<file path="config.mk">
export PLATFORM = sky130hd
export DESIGN_NAME = uart_crc_receiver
export DESIGN_NICKNAME = d
export VERILOG_FILES = /design/src/rtl/uart_crc_receiver.sv
export SDC_FILE = /design/constraint.sdc
export NUM_CORES = 1
export LEC_CHECK = 0
export CAP_MARGIN = 20
export CORE_MARGIN = 3
export CORE_UTILIZATION = 54
export DETAILED_ROUTE_END_ITERATION = 10
export PLACE_DENSITY = 0.84
export SLEW_MARGIN = 20
export SYNTH_ARGS = -nofsm -noshare
export SYNTH_HDL_FRONTEND = slang
export SYNTH_SLANG_ARGS = --single-unit
</file>
<file path="constraint.sdc">
create_clock -name clk -period 3.6 [get_ports clk]
set_input_delay 0.54 -clock clk [delete_from_list [all_inputs] [get_ports clk]]
set_output_delay 0.54 -clock clk [all_outputs]
set_load 0.01 [all_outputs]
</file>
<file path="src/rtl/uart_crc_receiver.sv">
// UART receiver for 26-bit frames: start, 8 data, 16 CRC (all LSB-first), stop.
// Define UART_RX_CRC_CHECK_EN to recompute CRC-16 over the data byte and drive crc_err.
module uart_crc_receiver #(
   parameter int unsigned CLK_FREQ  = 50000000,
   parameter int unsigned BAUD_RATE = 9600,
   parameter logic [15:0] CRC_POLY  = 16'h1021,
   parameter logic [15:0] CRC_INIT  = 16'hFFFF
) (
   input  logic        clk,
   input  logic        reset_n,
   input  logic        rx_in,
   output logic [7:0]  data_out,
   output logic [15:0] crc_out,
   output logic        rx_valid,
   output logic        crc_err,
   output logic        frame_err,
   output logic        rx_busy
);

   localparam int unsigned DIV_I = CLK_FREQ / BAUD_RATE;
   localparam logic [15:0] DIV   = 16'(DIV_I);
   localparam logic [15:0] HALF  = 16'(DIV_I / 2);

   typedef enum logic [2:0] {IDLE, START, DATA, CRC, STOP} state_t;

   state_t      state_q, state_d;
   logic        sync1_q, rxs_q, rxs_prev_q;
   logic [15:0] cnt_q, cnt_d;
   logic [3:0]  bit_q, bit_d;
   logic [7:0]  dsh_q, dsh_d;
   logic [15:0] csh_q, csh_d;
   logic [7:0]  data_out_q, data_out_d;
   logic [15:0] crc_out_q, crc_out_d;
   logic        rx_valid_q, rx_valid_d;
   logic        frame_err_q, frame_err_d;
   logic        bit_tick, stop_tick;

   assign bit_tick  = (cnt_q == DIV);
   assign stop_tick = (state_q == STOP) && bit_tick;

   always_ff @(posedge clk or negedge reset_n) begin
      if (!reset_n) begin
         sync1_q     <= 1'b1;
         rxs_q       <= 1'b1;
         rxs_prev_q  <= 1'b1;
         state_q     <= IDLE;
         cnt_q       <= '0;
         bit_q       <= '0;
         dsh_q       <= '0;
         csh_q       <= '0;
         data_out_q  <= '0;
         crc_out_q   <= '0;
         rx_valid_q  <= 1'b0;
         frame_err_q <= 1'b0;
      end else begin
         sync1_q     <= rx_in;
         rxs_q       <= sync1_q;
         rxs_prev_q  <= rxs_q;
         state_q     <= state_d;
         cnt_q       <= cnt_d;
         bit_q       <= bit_d;
         dsh_q       <= dsh_d;
         csh_q       <= csh_d;
         data_out_q  <= data_out_d;
         crc_out_q   <= crc_out_d;
         rx_valid_q  <= rx_valid_d;
         frame_err_q <= frame_err_d;
      end
   end

   // Counter restarts at 1 so that a sample falls exactly DIV cycles after the previous one.
   always_comb begin
      state_d = state_q;
      cnt_d   = cnt_q + 16'd1;
      bit_d   = bit_q;
      dsh_d   = dsh_q;
      csh_d   = csh_q;
      case (state_q)
         IDLE: begin
            cnt_d = 16'd1;
            bit_d = '0;
            if (rxs_prev_q && !rxs_q) state_d = START;
         end
         START: begin
            if (cnt_q == HALF) begin
               cnt_d   = 16'd1;
               state_d = rxs_q ? IDLE : DATA;
            end
         end
         DATA: begin
            if (bit_tick) begin
               cnt_d = 16'd1;
               dsh_d = {rxs_q, dsh_q[7:1]};
               bit_d = bit_q + 4'd1;
               if (bit_q == 4'd7) begin
                  bit_d   = '0;
                  state_d = CRC;
               end
            end
         end
         CRC: begin
            if (bit_tick) begin
               cnt_d = 16'd1;
               csh_d = {rxs_q, csh_q[15:1]};
               bit_d = bit_q + 4'd1;
               if (bit_q == 4'd15) begin
                  bit_d   = '0;
                  state_d = STOP;
               end
            end
         end
         STOP: begin
            if (bit_tick) state_d = IDLE;
         end
         default: state_d = IDLE;
      endcase
   end

   always_comb begin
      rx_valid_d  = stop_tick;
      data_out_d  = stop_tick ? dsh_q : data_out_q;
      crc_out_d   = stop_tick ? csh_q : crc_out_q;
      frame_err_d = stop_tick ? ~rxs_q : frame_err_q;
   end

`ifdef UART_RX_CRC_CHECK_EN
   logic crc_err_q, crc_err_d;

   // MSB-first, non-reflected CRC over one byte, no final XOR.
   function automatic logic [15:0] crc16_byte(input logic [7:0] d);
      logic [15:0] c;
      logic        fb;
      c = CRC_INIT;
      for (int i = 7; i >= 0; i--) begin
         fb = c[15] ^ d[i];
         c  = {c[14:0], 1'b0};
         if (fb) c = c ^ CRC_POLY;
      end
      return c;
   endfunction

   always_comb begin
      crc_err_d = stop_tick ? (crc16_byte(dsh_q) != csh_q) : crc_err_q;
   end

   always_ff @(posedge clk or negedge reset_n) begin
      if (!reset_n) crc_err_q <= 1'b0;
      else          crc_err_q <= crc_err_d;
   end

   assign crc_err = crc_err_q;
`else
   logic unused_crc_cfg;
   assign unused_crc_cfg = ^{CRC_POLY, CRC_INIT};
   assign crc_err        = 1'b0;
`endif

   assign data_out  = data_out_q;
   assign crc_out   = crc_out_q;
   assign rx_valid  = rx_valid_q;
   assign frame_err = frame_err_q;
   assign rx_busy   = (state_q != IDLE);

endmodule

</file>
# == Word-level counts from Yosys, hierarchy flattened ==
# Cells that the tools add are included.
# totals
reg_bits,76
out_inout_bits,28
# op_classes
addsub,2
n_eq_ne,15
mux,17
bitwise,1
n_reduce_logical,11
# ops
op,n
case mux 16 bit (3 select lines),1
two-way mux 16 bit,2
two-way mux 3 bit,7
adder 16 x 1 -> 16 bit (second input constant),1
== test 16 x 12 -> 1 bit (second input constant),1
== test 16 x 13 -> 1 bit (second input constant),1
two-way mux 4 bit,4
case mux 3 bit (5 select lines),1
inequality test 2 bit (second input constant),7
case mux 4 bit (3 select lines),1
AND reduction 7 bit,1
== test 3 x 2 -> 1 bit (second input constant),2
nonzero test 3 bit,2
adder 4 x 1 -> 4 bit (second input constant),1
== test 4 x 3 -> 1 bit (second input constant),1
== test 4 bit (second input constant),1
AND reduction 2 bit,2
== test 3 x 1 -> 1 bit (second input constant),1
== test 3 bit (second input constant),1
logical NOT 3 bit,1
AND reduction 3 bit,1
logical AND 1 bit,2
two-way mux 2 bit,1
OR reduction 2 bit,1
other kinds (2),2

# == Logic depth before layout (Yosys ltp) ==
# logic_depth
word_depth,4
mapped_depth,9

# == Worst setup path before layout ==
# OpenSTA, ideal clock, no wires.
# synth_timing
path_type,reg2reg
from,register cnt_q[8]
to,register cnt_q[12]
setup_time_ns,0.119
arrival_time_ns,1.895
required_time_ns,3.481
setup_slack_ns,1.587
path_stages_with_launch,7
path_buffers,1
synth_period_minus_slack_ns,2.013
cell_sequence,dfrtp_1 or4_1 nor4_4 nor3_2 a211oi_4 buf_6 nor2_1
# synth_via
elab_chain_len,3
# synth_lines
element,line,rtl
from (decl),28,"logic [15:0] cnt_q, cnt_d;"
from (signal assigned),60,cnt_q <= cnt_d;
"adder 16 x 1 -> 16 bit, or another cell as far along",74,cnt_d = cnt_q + 16'd1;
"two-way mux 16 bit, on equally long branches","91, 102, 85",
case mux 16 bit (3 select lines) *,78,case (state_q)
net cnt_d[12],28,
# The timed path passes the listed nets; every way through them passes the cells marked *.
# A chain may end at the register's enable or synchronous reset.

# == Final worst setup path ==
# layout_timing
from,register cnt_q[9]
to,register csh_q[13]
# layout_via
elab_chain_len,2
# layout_lines
element,line,rtl
== test 16 x 13 -> 1 bit,38,assign bit_tick = (cnt_q == DIV);
AND reduction 2 bit (no line),n/a,
to (signal assigned),63,csh_q <= csh_d;
to (decl),31,"logic [15:0] csh_q, csh_d;"
# Every way passes these cells.

==> impl_metrics.csv <==
group,metric,value,unit
timing,finalSetupTns,0,ns
setup_path,path_cells,"nor4bb_1 > nand4_1 > nor2_2 > mux2_2",
timing,relSlewSlack,0.395,
yosys,synth_cells,306,
global_route,antenna_found_initial,0,
power_and_ir_drop,vdd_drop_max,0.000303,V
route,wire_per_inst,13.7,um
route,drc_errors,0,
setup_path,critPathLaunch,"cnt_q[9]",
job,drv_cap,0,
power_and_ir_drop,total_power,1.62,mW
floorplan,row_count,27,
floorplan,core-area,5680,um2
place,dp_hpwl,3880,um
yosys,synthTopCellsByArea,"dfrtp_1 (56%), nand2_1 (9.7%), mux2_2 (8.0%)",
clocking,post_cts_buffers,0,
cells_and_area,antenna_cells,0,
setup_path,critPathArrivalTime,2.59,ns
cells_and_area,final_cells,411,
setup_path,cp_slowest_cell,"nor2_2",
global_route,grt_max_degree,77,
cells_and_area,final_cell_area,3740,um2
timing,setup_ws,1.23,ns
route,dr.pass1.iters,4,
yosys,synth.avg_cell_area,10.6,um2
yosys,netlist.area_leader.share,0.561,
route,routed-via-count,2184,
route,ant_nets,0,
yosys,synth_top_cell_by_area,"dfrtp_1",
route,viasPerCell,5.31,
yosys,syn-num-nets,312,
global_route,grt_pass1_wl,10300,um
timing,worstMarginPinSlew,0.908,ns
global_route,grt_pass1_vias,2234,
clocking,h-tree-depth,3,
timing,rsz0062_at_grt,"false",
timing,setup_viol,0,
floorplan,die_area,7000,um2
floorplan,pin_count,31,
setup_path,worstPathMaxFanout,16,
setup_path,critPathKind,"reg -> reg",
clocking,clock_sinks,76,
clocking,cts_buffer_depth,2,
cells_and_area,drive_gt1_frac,0.139,
place,post_dp_cell_area,3580,um2
cells_and_area,syn_to_final_growth,14.8,%
place,portBuffers,29,
place,gp_congestion,0.829,
timing,fmaxAchievable,0.422,GHz
timing,period_minus_slack,2.37,ns
floorplan,fp.dieH,83.7,um
floorplan,die_x,83.7,um
clocking,cts.clk_slew.worst_paths,0.07,ns
yosys,synth-seq-cells,76,
setup_path,r2r-start,"cnt_q[9]",
power_and_ir_drop,cellPowerDensity,432,nW/um2
hold_path,hold_class,"in -> async",
clocking,clkLatencyLatePin,0.34,ns
place,dp_cells,396,
setup_path,slowest_delay,0.70,ns
clocking,cts_buffers,9,
clocking,cts-root-buf,"clkbuf_8",
yosys,ys_seq_area_frac,0.585,
yosys,yosysWarnings,0,
yosys,yosys.cell_types.count,39,
timing,slew_violations,0,
clocking,ctsHoldBuffers,0,
power_and_ir_drop,p_leak,1.80,nW
setup_path,critPathRequiredTime,3.82,ns
cells_and_area,final_common_cell,"nand2_1",
clocking,cts_tree,"yes",
setup_path,end_kind,"register",
route,first_iter_violations,138,
timing,period_share,0.659,
floorplan,start_util,0.574,
clocking,cts_resized,0,
status,status,"completed",
place,dp_slack,1.24,ns
global_route,overflow,0,
cells_and_area,finalNetCount,341,
timing,hold_viol_final,0,
timing,fin_worst_skew,0.0114,ns
cells_and_area,final_cell_mix,"nand2_1 (84), dfrtp_1 (73), clkdlybuf4s50_1 (28)",
route,drt-total-wl,5630,um
yosys,syn-cell-area,3260,um2
cells_and_area,n_fill_cell,457,
setup_path,start_kind,"register",
global_route,grt_util_all_layers,0.184,
-- synthesized netlist by cell type --
library cell	n
nand2_1	84
dfrtp_1	73
a31oi_1	1
nand2b_1	4
or3_1	2
nor2_1	21
and4b_1	1
buf_2	5
buf_6	1
or4_1	2
ha_1	3
a21oi_1	3
nand4b_1	1
buf_4	2
o21ai_0	8
mux2_2	23
inv_1	8
nand4_1	5
or4b_1	1
nor4bb_1	2
xor2_1	5
nor2_2	1
nor4_1	2
nor3_1	3
dfstp_2	3
xnor2_1	11
nand3_1	10
conb_1	1
a211oi_4	1
or2_2	4
nor3_2	1
o21a_1	1
nor4_4	1
and3_1	2
a211oi_1	1
o211a_1	1
nor3b_1	3
clkbuf_1	4
nor2b_1	1
-- state kept, by name, indices dropped and copies added, names as in the netlist --
signal and cells:
state_q 3, bit_q 4, sync1_q 1, rx_valid 1, rxs_prev_q 1, csh_q 16
data_out 8, cnt_q 16, dsh_q 8, rxs_q 1, frame_err 1, crc_out 16
-- per-stage QoR --
stage,hold slack [ns],utilization
after floorplan,0.244,-
after global placement,0.346,0.630
after detailed placement,0.347,0.630
after CTS,0.357,0.659
after global routing,0.366,0.659
final,0.332,0.659
-- worst max-delay path: cells and delay by family (launching register included) --
kind | cells | cell delay (ns)
flops | 1 | 0.46
mux | 1 | 0.42
simple gates | 3 | 1.38
-- logic make-up after synthesis --
kind of cell    count (synthesis)  synth area share
flops                          76             0.585
other cells                     1           0.00115
buf+inv                        20            0.0296
compound gates                 16            0.0327
xor+xnor                       16            0.0430
mux                            23            0.0795
simple gates                  151             0.217
fa+ha+maj                       3            0.0115
-- cell type report --
cell class,instances,area [um2],share of cell area
repair buffers,30,295,0.0790
clock buffers,14,153,0.0408
multi-input cells,210,1250,0.336
inverters,8,30.0,0.00803
clock inverters,1,8.76,0.00234
well taps,72,90.1,0.0241
flip-flops and latches,76,1910,0.510
-- layer usage --
metal	wire length [um]	track usage	up-vias
met4	86	0.0863	0
li1	-	-	1071
met2	2680	0.287	51
met3	254	0.0543	10
met5	0	0	-
met1	2610	0.236	1052
-- power by group --
| group | leakage (nW) | internal [mW] | switching, mW |
|---|---|---|---|
| logic | 0.678 | 0.0585 | 0.0787 |
| clock network | 0.0807 | 0.268 | 0.280 |
| registers | 1.04 | 0.885 | 0.0451 |
-- final timing paths --
path	end	slack (ns)	cells past startpoint
max	csh_q[13]	1.23	4
min	data_out[2]	0.33	1
max reg2reg	csh_q[13]	1.23	4
min reg2reg	rxs_q	0.36	0
max in group asynchronous	cnt_q[13]	2.67	1
min in group clk	rxs_q	0.36	0
(Power assumes the default switching activity.)
